===== src/rtl/uart_dbg_pkg.sv =====
// ----------------------------------------------------------------------------
// uart_dbg_pkg
//   Shared types and defaults for the UART debugger serial link (RX and TX).
//   rx_state_t            : receive sequencer states, 3-bit encoding
//   UART_CLKS_PER_BIT_DEF : default clk cycles per serial bit
//   UART_DATA_BITS_DEF    : default data bits per frame
// ----------------------------------------------------------------------------
package uart_dbg_pkg;

   typedef enum logic [2:0] {
      IDLE   = 3'd0,
      START  = 3'd1,
      DATA   = 3'd2,
      PARITY = 3'd3,
      STOP   = 3'd4,
      LOAD   = 3'd5
   } rx_state_t;

   localparam int UART_CLKS_PER_BIT_DEF = 10;
   localparam int UART_DATA_BITS_DEF    = 8;

endpackage


===== src/rtl/uart_bit_timer.sv =====
// ----------------------------------------------------------------------------
// uart_bit_timer
//   Reloadable down-counter used to time serial bit periods. A load takes
//   priority; otherwise the count decrements and holds at zero.
//   Ports:
//     clk        in  system clock, rising edge
//     n_Rst      in  asynchronous active-low reset (count cleared)
//     i_load     in  reload the counter with i_load_val this cycle
//     i_load_val in  reload value
//     o_done     out count is zero (sample point)
// ----------------------------------------------------------------------------
module uart_bit_timer #(
   parameter int W = 4
) (
   input  logic         clk,
   input  logic         n_Rst,
   input  logic         i_load,
   input  logic [W-1:0] i_load_val,
   output logic         o_done
);

   logic [W-1:0] r_cnt;

   always_ff @(posedge clk or negedge n_Rst) begin
      if (!n_Rst)
         r_cnt <= '0;
      else if (i_load)
         r_cnt <= i_load_val;
      else if (r_cnt != '0)
         r_cnt <= r_cnt - W'(1);
   end

   assign o_done = (r_cnt == '0);

endmodule


===== src/rtl/uart_rx_ctrl.sv =====
// ----------------------------------------------------------------------------
// uart_rx_ctrl
//   Receive-side sequencer for the UART debugger link. Wakes on the start-bit
//   detector pulse, samples the line at mid-bit, shifts data in LSB first,
//   checks the stop bit and presents the byte via a ready/read flag pair.
//   Optional feature macro: UART_RX_PARITY_EN (adds a parity bit and check).
//   Ports:
//     clk            in  system clock, rising edge
//     n_Rst          in  asynchronous active-low reset
//     start_detected in  one-cycle pulse from the start-bit detector
//     serial_in      in  synchronized serial line, idle high
//     data_read      in  consumer acknowledges rx_data this cycle
//     rx_data        out last good frame
//     data_ready     out rx_data valid and not yet read
//     framing_error  out stop bit sampled low on the last frame
//     overrun_error  out unread frame was overwritten
//     parity_error   out parity mismatch on the last frame (0 without macro)
//     rx_busy        out sequencer not idle
// ----------------------------------------------------------------------------
module uart_rx_ctrl
   import uart_dbg_pkg::*;
#(
   parameter int CLKS_PER_BIT = UART_CLKS_PER_BIT_DEF,
   parameter int DATA_BITS    = UART_DATA_BITS_DEF,
   parameter int PARITY_ODD   = 0
) (
   input  logic                 clk,
   input  logic                 n_Rst,
   input  logic                 start_detected,
   input  logic                 serial_in,
   input  logic                 data_read,
   output logic [DATA_BITS-1:0] rx_data,
   output logic                 data_ready,
   output logic                 framing_error,
   output logic                 overrun_error,
   output logic                 parity_error,
   output logic                 rx_busy
);

   localparam int HALF = CLKS_PER_BIT / 2;
   localparam int TW   = $clog2(CLKS_PER_BIT);
   localparam int BW   = (DATA_BITS > 1) ? $clog2(DATA_BITS) : 1;
   localparam logic [TW-1:0] TMR_BIT  = TW'(CLKS_PER_BIT - 1);
   localparam logic [TW-1:0] TMR_HALF = TW'(HALF - 1);
   localparam logic [BW-1:0] LAST_BIT = BW'(DATA_BITS - 1);

   rx_state_t r_state, w_state_nxt;

   logic                 w_tmr_load, w_tmr_done;
   logic [TW-1:0]        w_tmr_val;
   logic                 w_start, w_shift_en, w_stop_bad, w_load;
   logic [DATA_BITS-1:0] r_shift, r_rx_data;
   logic [BW-1:0]        r_bit_cnt;
   logic                 r_data_ready, r_fe, r_ovr;

   uart_bit_timer #(.W(TW)) u_timer (
      .clk        (clk),
      .n_Rst      (n_Rst),
      .i_load     (w_tmr_load),
      .i_load_val (w_tmr_val),
      .o_done     (w_tmr_done)
   );

`ifdef UART_RX_PARITY_EN
   logic w_par_chk;
   logic r_pe;
`endif

   // ---------------- FSM ----------------
   always_ff @(posedge clk or negedge n_Rst) begin
      if (!n_Rst) r_state <= IDLE;
      else        r_state <= w_state_nxt;
   end

   // Timer is reloaded on every transition and every sample so each sample
   // lands exactly one bit period after the previous one.
   always_comb begin
      w_state_nxt = r_state;
      w_tmr_load  = 1'b0;
      w_tmr_val   = TMR_BIT;
      w_start     = 1'b0;
      w_shift_en  = 1'b0;
      w_stop_bad  = 1'b0;
      w_load      = 1'b0;
`ifdef UART_RX_PARITY_EN
      w_par_chk   = 1'b0;
`endif
      case (r_state)
         IDLE: begin
            if (start_detected) begin
               w_state_nxt = START;
               w_tmr_load  = 1'b1;
               w_tmr_val   = TMR_HALF;
               w_start     = 1'b1;
            end
         end
         START: begin
            if (w_tmr_done) begin
               w_tmr_load  = 1'b1;
               w_state_nxt = serial_in ? IDLE : DATA;   // high = false start
            end
         end
         DATA: begin
            if (w_tmr_done) begin
               w_tmr_load = 1'b1;
               w_shift_en = 1'b1;
               if (r_bit_cnt == LAST_BIT)
`ifdef UART_RX_PARITY_EN
                  w_state_nxt = PARITY;
`else
                  w_state_nxt = STOP;
`endif
            end
         end
`ifdef UART_RX_PARITY_EN
         PARITY: begin
            if (w_tmr_done) begin
               w_tmr_load  = 1'b1;
               w_par_chk   = 1'b1;
               w_state_nxt = STOP;
            end
         end
`endif
         STOP: begin
            if (w_tmr_done) begin
               w_tmr_load = 1'b1;
               if (!serial_in) begin
                  w_stop_bad  = 1'b1;
                  w_state_nxt = IDLE;
               end else begin
                  w_state_nxt = LOAD;
               end
            end
         end
         LOAD: begin
            w_load      = 1'b1;
            w_state_nxt = IDLE;
         end
         default: w_state_nxt = IDLE;
      endcase
   end

   // ---------------- shift register / bit counter ----------------
   always_ff @(posedge clk or negedge n_Rst) begin
      if (!n_Rst) begin
         r_shift   <= '0;
         r_bit_cnt <= '0;
      end else begin
         if (w_start)
            r_bit_cnt <= '0;
         else if (w_shift_en)
            r_bit_cnt <= r_bit_cnt + BW'(1);
         // new bit enters at the MSB so the first (LSB) bit ends in bit 0
         if (w_shift_en)
            r_shift <= (r_shift >> 1) | (DATA_BITS'(serial_in) << (DATA_BITS - 1));
      end
   end

   // ---------------- output register and flags ----------------
   always_ff @(posedge clk or negedge n_Rst) begin
      if (!n_Rst) begin
         r_rx_data    <= '0;
         r_data_ready <= 1'b0;
         r_fe         <= 1'b0;
         r_ovr        <= 1'b0;
      end else begin
         if (w_start)    r_fe <= 1'b0;
         if (w_stop_bad) r_fe <= 1'b1;
         // a load in the same cycle as a read wins: data stays ready
         if (w_load) begin
            r_rx_data    <= r_shift;
            r_data_ready <= 1'b1;
            if (r_data_ready && !data_read)
               r_ovr <= 1'b1;
            else if (r_data_ready)
               r_ovr <= 1'b0;
         end else if (data_read && r_data_ready) begin
            r_data_ready <= 1'b0;
            r_ovr        <= 1'b0;
         end
      end
   end

`ifdef UART_RX_PARITY_EN
   logic w_par_exp;
   assign w_par_exp = (^r_shift) ^ PARITY_ODD[0];

   always_ff @(posedge clk or negedge n_Rst) begin
      if (!n_Rst)
         r_pe <= 1'b0;
      else if (w_start)
         r_pe <= 1'b0;
      else if (w_par_chk)
         r_pe <= serial_in ^ w_par_exp;
   end
   assign parity_error = r_pe;
`else
   logic w_unused_par_odd;
   assign w_unused_par_odd = PARITY_ODD[0];
   assign parity_error     = 1'b0;
`endif

   assign rx_data       = r_rx_data;
   assign data_ready    = r_data_ready;
   assign framing_error = r_fe;
   assign overrun_error = r_ovr;
   assign rx_busy       = (r_state != IDLE);

endmodule


===== config.mk =====
export PLATFORM = sky130hd
export DESIGN_NAME = uart_rx_ctrl
export DESIGN_NICKNAME = d
export VERILOG_FILES = /design/src/rtl/uart_dbg_pkg.sv /design/src/rtl/uart_bit_timer.sv /design/src/rtl/uart_rx_ctrl.sv
export SDC_FILE = /design/constraint.sdc
export NUM_CORES = 1
export LEC_CHECK = 0
export CAP_MARGIN = 20
export CORE_MARGIN = 5
export CORE_UTILIZATION = 35
export CTS_CLUSTER_SIZE = 40
export DETAILED_ROUTE_END_ITERATION = 10
export SETUP_SLACK_MARGIN = 0.4
export SYNTH_ARGS = -nofsm -noshare
export SYNTH_HDL_FRONTEND = slang
export SYNTH_SLANG_ARGS = --single-unit
export TNS_END_PERCENT = 100

===== constraint.sdc =====
create_clock -name clk -period 2.8 [get_ports clk]
set_input_delay 0.28 -clock clk [delete_from_list [all_inputs] [get_ports clk]]
set_output_delay 0.28 -clock clk [all_outputs]
set_load 0.02 [all_outputs]

# [Word level (Yosys, flattened, before mapping)]
# Index checks and enable logic that the tools add are counted.
[word_totals] register_bits=29 romBits=0 latch_bits=0 n_memories=0 mem_bits_rw=0 output_inout_bits=13
[op_classes] shifts=0 mux=30 bitwise=1 n_addsub=2 n_lt_le_gt_ge=0 n_mul=0 div=0 eq_ne=11 n_reduce_logical=14
[ops] cell="$mux W3" n=8
[ops] cell="$mux W4" n=4
[ops] cell="$mux W1" n=15
[ops] cell="$pmux W3 S4" n=1
[ops] cell="$eq A3 B3 Y1 const B" n=3
[ops] cell="$or A7 B8 Y8" n=1
[ops] cell="$reduce_bool A2 Y1" n=4
[ops] cell="$ne A2 B1 Y1 const B" n=3
[ops] cell="$reduce_and A5 Y1" n=1
[ops] cell="$logic_not A4 Y1" n=1
[ops] cell="$ne A2 B2 Y1 const B" n=2
[ops] cell="$reduce_bool A4 Y1" n=1
[ops] cell="$sub A4 B1 Y4 const B" n=1
[ops] cell="$add A3 B1 Y3 const B" n=1
[ops] cell="$eq A3 B1 Y1 const B" n=1
[ops] cell="$eq A3 B2 Y1 const B" n=1
[ops] cell="$logic_not A3 Y1" n=1
[ops] cell="$ne A3 B1 Y1 const B" n=1
[ops] cell="$reduce_bool A3 Y1" n=1
[ops] cell="$reduce_or A3 Y1" n=1
[ops] cell="$logic_and A1 B1 Y1" n=2
[ops] cell="$mux W2" n=1
[ops] cell="$pmux W1 S2" n=1
[ops] cell="$reduce_and A2 Y1" n=1
[ops] cell="$logic_not A1 Y1" n=1

# [Longest topological paths before layout]
[depth] ltp_word=5 depth_mapped=6 ltp_nobuf=5

# [Hierarchy]
# Synthesis repeated with hierarchy kept, for this count alone.
[hier_totals] cells_unflattened=105 area_unflattened_um2=1375.1
[by_module_without_submodules] module="uart_rx_ctrl" instances=1 cells_each=83 area_per_inst_um2=1141.1
[by_module_without_submodules] module="uart_bit_timer" instances=1 cells_each=22 area_per_inst_um2=234.0

# [Worst setup path after synthesis]
# No wires, ideal clock.
[synth_path] path_type="flip-flop to flip-flop" startpoint="reg u_timer.r_cnt[0]" endpoint="reg r_shift[1]" period_less_slack_ns=1.964 slack_ns=0.836 n_path_buf=1 t_arrival_ns=1.839 required_time_ns=2.675 path_stages_with_launch=7 cell_sequence="dfrtp_1 -> inv_1 -> ha_1 -> or3b_4 -> or3_4 -> buf_6 -> mux2_4"
[synth_between] elab_chain_len=3
[synth_rtl] element="from (decl)" line="uart_bit_timer.sv:22" text="logic [W-1:0] r_cnt;"
[synth_rtl] element="from (signal assigned)" line="uart_bit_timer.sv:28" text="r_cnt <= i_load_val;"
[synth_rtl] element="from (signal assigned)" line="uart_bit_timer.sv:30" text="r_cnt <= r_cnt - W'(1);"
[synth_rtl] element="$logic_not A4 Y1" line="uart_bit_timer.sv:33" text="assign o_done = (r_cnt == '0);"
[synth_rtl] element="$mux W1" line="uart_rx_ctrl.sv:104" text="if (w_tmr_done) begin"
[synth_rtl] element="$mux W1" line="uart_rx_ctrl.sv:88" text="case (r_state)"
[synth_rtl] element="to (signal assigned)" line="uart_rx_ctrl.sv:155" text="r_shift <= (r_shift >> 1) | (DATA_BITS'(serial_in) << (DATA_BITS - 1));"
[synth_rtl] element="to (decl)" line="uart_rx_ctrl.sv:52" text="logic [DATA_BITS-1:0] r_shift, r_rx_data;"
# Every way passes these cells.
# A chain may end at the register's enable or synchronous reset.

# [Worst setup path after layout]
[layout_path] startpoint="reg u_timer.r_cnt[0]" endpoint="reg r_shift[2]"
# The elaborated chain is that of the path after synthesis.

==> out/metrics.csv <==
stage;metric;value;unit
pwr;leakage power;0.790;nW
yosys;top post-synthesis cells by area;dfrtp_1 54%, mux2_4 7.9%, mux2_2 7.6%, mux2i_1 3.0%, ha_1 2.8%;
cts;TritonCTS clock tree;done;
layout;fraction of layout cells with a size suffix above 1;23.0;%
yosys;syn_nets;114;
worst_setup_path;Critical Path RT;2.96;ns
die;# rows;22;
cts;cts bufs inserted;5;
cts;clock sink count;29;
detailed_routing;Vias;851;
status;status;finished, final reports clean;
die;Die Wd;71.8;µm
grt;first-pass GRT wire length;4070;µm
timing;Final Max Slew Viols;0;
cts;Clock transition at path regs;0.06;ns
placed_design;DP HPWL;1530;µm
timing;hold slack;0.388;ns
worst_hold_path;Hold Crit Class;input port to asynchronous set/reset pin;
placed_design;Buffers on Ports;16;
timing;Slew HR;53.2;%
worst_setup_path;critical path arrival;2.17;ns
yosys;yosys warns;0;
worst_setup_path;Critical Path Max Stage Delay;0.49;ns
cts;Post-CTS Resized;0;
timing;setup TNS;0;ns
die;Initial Util;36.3;%
grt;total track usage;10.2;%
layout;fin cells;174;
worst_setup_path;Worst R2R Path Depth;5;
yosys;Post-Syn Instances;106;
layout;fillers;358;
yosys;ys flop type;dfrtp_1;
cts;post-CTS setup buffer count;0;
layout;nets;133;
job;maxcap violations;0;
worst_setup_path;crit end category;register;
cts;worst skew pair latency;0.28;ns
timing;Clock Skews;0.00270;ns
grt;largest net degree at the start of global routing;30;
yosys;EDFF count, synth;0;
die;DIE AREA;5160;µm²
detailed_routing;post-route DRC violation count;0;
grt;vias in the first global route;884;
cts;CTS Buffer Depth;2;
timing;Fmax;498;MHz
detailed_routing;via/cell ratio;4.89;
die;DIE HEIGHT;71.8;µm
placed_design;RD Place Congestion;0.770;
grt;GRT overflow;0;
yosys;FFs w/ async S/R, synth;100;%
grt;antenna violations before repair;0;
worst_setup_path;critical path's slowest cell;or3_4;
timing;RSZ-0062 raised after global routing;false;
placed_design;Placed Cells;166;
worst_setup_path;critical path class;register to register;
layout;ant diodes;0;
timing;final number of setup-violating endpoints;0;
yosys;average size of a mapped cell;12.6;µm²
yosys;Yosys reg bits;29;
die;Core Area;3690;µm²
yosys;Yosys top cell area share;54.3;%
worst_setup_path;crit start category;register;
pwr;Pwr Density;766;nW/µm²
layout;area delta synth->final;23.8;%
pwr;Worst VDD drop;0.000450;V
timing;Final Cycle Share;71.8;%
timing;fin crit period;2.01;ns
yosys;number of distinct library cells after synthesis;35;
die;Top Ports;18;
timing;Worst Max-Slew Pin Slew;0.692;ns
detailed_routing;Detailed Route WL;2240;µm
detailed_routing;average routed wire per standard cell;12.9;µm
yosys;synthesized area;1340;µm²
detailed_routing;DRT iter0 DRCs;59;
cts;# hold bufs at CTS;0;
cts;H-tree depth;2;
yosys;sequential share of the synthesized area;54.3;%
detailed_routing;final antenna-violating net count;0;
timing;final hold vios;0;
detailed_routing;DRT Pass-1 Iters;3;
worst_setup_path;worst-path fanout max;11;
cts;root buffer cell;clkbuf_8;
worst_setup_path;CP Cell Sequence;inv_1, ha_1, or3b_4, or3_4, mux2_4;
yosys;area leader, netlist;dfrtp_1;
[state kept, by name (all words and copies together) (netlist names)]
register / flops
framing_error: 1
r_bit_cnt: 3
overrun_error: 1
r_state: 3
rx_data: 8
data_ready: 1
u_timer.r_cnt: 4
r_shift: 8
[metal layers]
layer | wire length [µm] | track usage, %
met2 | 958 | 14.6
met1 | 1080 | 13.2
met4 | 65 | 6.26
met5 | 0 | 0
met3 | 130 | 3.65
[synthesized netlist by cell type, types with 2 or more instances]
cell and instances:
or4b_2 2, o21ai_0 4, ha_1 3, mux2i_1 4, nand4b_1 2, dfrtp_1 29, clkbuf_1 4, nor2b_1 2
mux2_2 9, a31oi_1 3, inv_1 7, a21oi_1 3, nand2_1 3, nor2_1 4, mux2_4 7
[placed cells by master (no fill, tap or decap)]
| master | instances |
|---|---|
| clkbuf_1 | 1 |
| o2bb2ai_1 | 1 |
| xnor2_1 | 1 |
| o22ai_1 | 1 |
| clkdlybuf4s50_1 | 16 |
| nand2b_1 | 1 |
| a21oi_1 | 3 |
| nand2_1 | 3 |
| nor2_1 | 4 |
| o32ai_1 | 1 |
| nand4b_1 | 2 |
| mux2i_1 | 4 |
| nor4b_1 | 1 |
| mux2_2 | 9 |
| or3_1 | 1 |
| a31oi_1 | 3 |
| conb_1 | 1 |
| or4b_2 | 2 |
| mux2_4 | 7 |
| o21ai_0 | 4 |
| or3b_4 | 1 |
| buf_4 | 2 |
| dfrtp_1 | 29 |
| a2bb2oi_1 | 1 |
| or3_4 | 1 |
| inv_1 | 7 |
| nor3b_1 | 1 |
| ha_1 | 3 |
| bufinv_16 | 1 |
| nor3_1 | 1 |
| clkbuf_8 | 6 |
| nand3_1 | 1 |
| nand3b_1 | 1 |
| nor2b_1 | 2 |
| a21o_1 | 1 |
| o31a_1 | 1 |
| o31ai_1 | 1 |
[worst max-delay path, delay by kind of cell, from the launching register on]
family        cells  cell delay, ns
fa+ha+maj         1            0.20
flops             1            0.40
buf+inv           1            0.07
simple gates      2            0.90
mux               1            0.33
[path summary, 6_finish.rpt]
kind,slack (ns),from,to
max reg2reg,0.79,u_timer.r_cnt[0],r_shift[2]
min reg2reg,0.47,data_ready,overrun_error
max,0.79,u_timer.r_cnt[0],r_shift[2]
min,0.39,n_Rst,rx_data[2]
min in group clk,0.47,data_ready,overrun_error
max in group asynchronous,2.14,n_Rst,r_shift[6]
[layout make-up]
class,instances,area [µm²],area share [%]
inverters,7,26.3,1.59
clock inverters,1,30.0,1.81
clock buffers,7,86.3,5.22
flip-flops and latches,29,726,43.8
well taps,48,60.1,3.63
repair buffers,18,175,10.6
multi-input cells,64,552,33.3
[cell families after synthesis]
group / count (synthesis) / share of synthesized area, %
buf+inv: 13 / 4.49
compound gates: 17 / 8.23
fa+ha+maj: 3 / 2.81
simple gates: 22 / 10.9
flops: 29 / 54.3
mux: 20 / 18.4
xor+xnor: 1 / 0.655
other cells: 1 / 0.280
[through the flow]
step / util (%) / setup slack, ns / total power [W] / cell area [µm²]
after floorplan: - / 0.836 / 0.000754 / 1340
after global placement: 41.7 / 0.843 / 0.000827 / 1540
after detailed placement: 41.7 / 0.789 / 0.000839 / 1540
after CTS: 44.9 / 0.778 / 0.00129 / 1660
after global routing: 44.9 / 0.708 / 0.00135 / 1660
final: 44.9 / 0.790 / 0.00127 / 1660
[report_power, final]
group | leakage, nW | switching, W | internal, W | total (W)
sequential | 0.392 | 0.0000714 | 0.000474 | 0.000546
combinational | 0.339 | 0.000131 | 0.000152 | 0.000283
clock | 0.0585 | 0.000149 | 0.000289 | 0.000439
No activity file was read; power rests on OpenSTA's default activity.
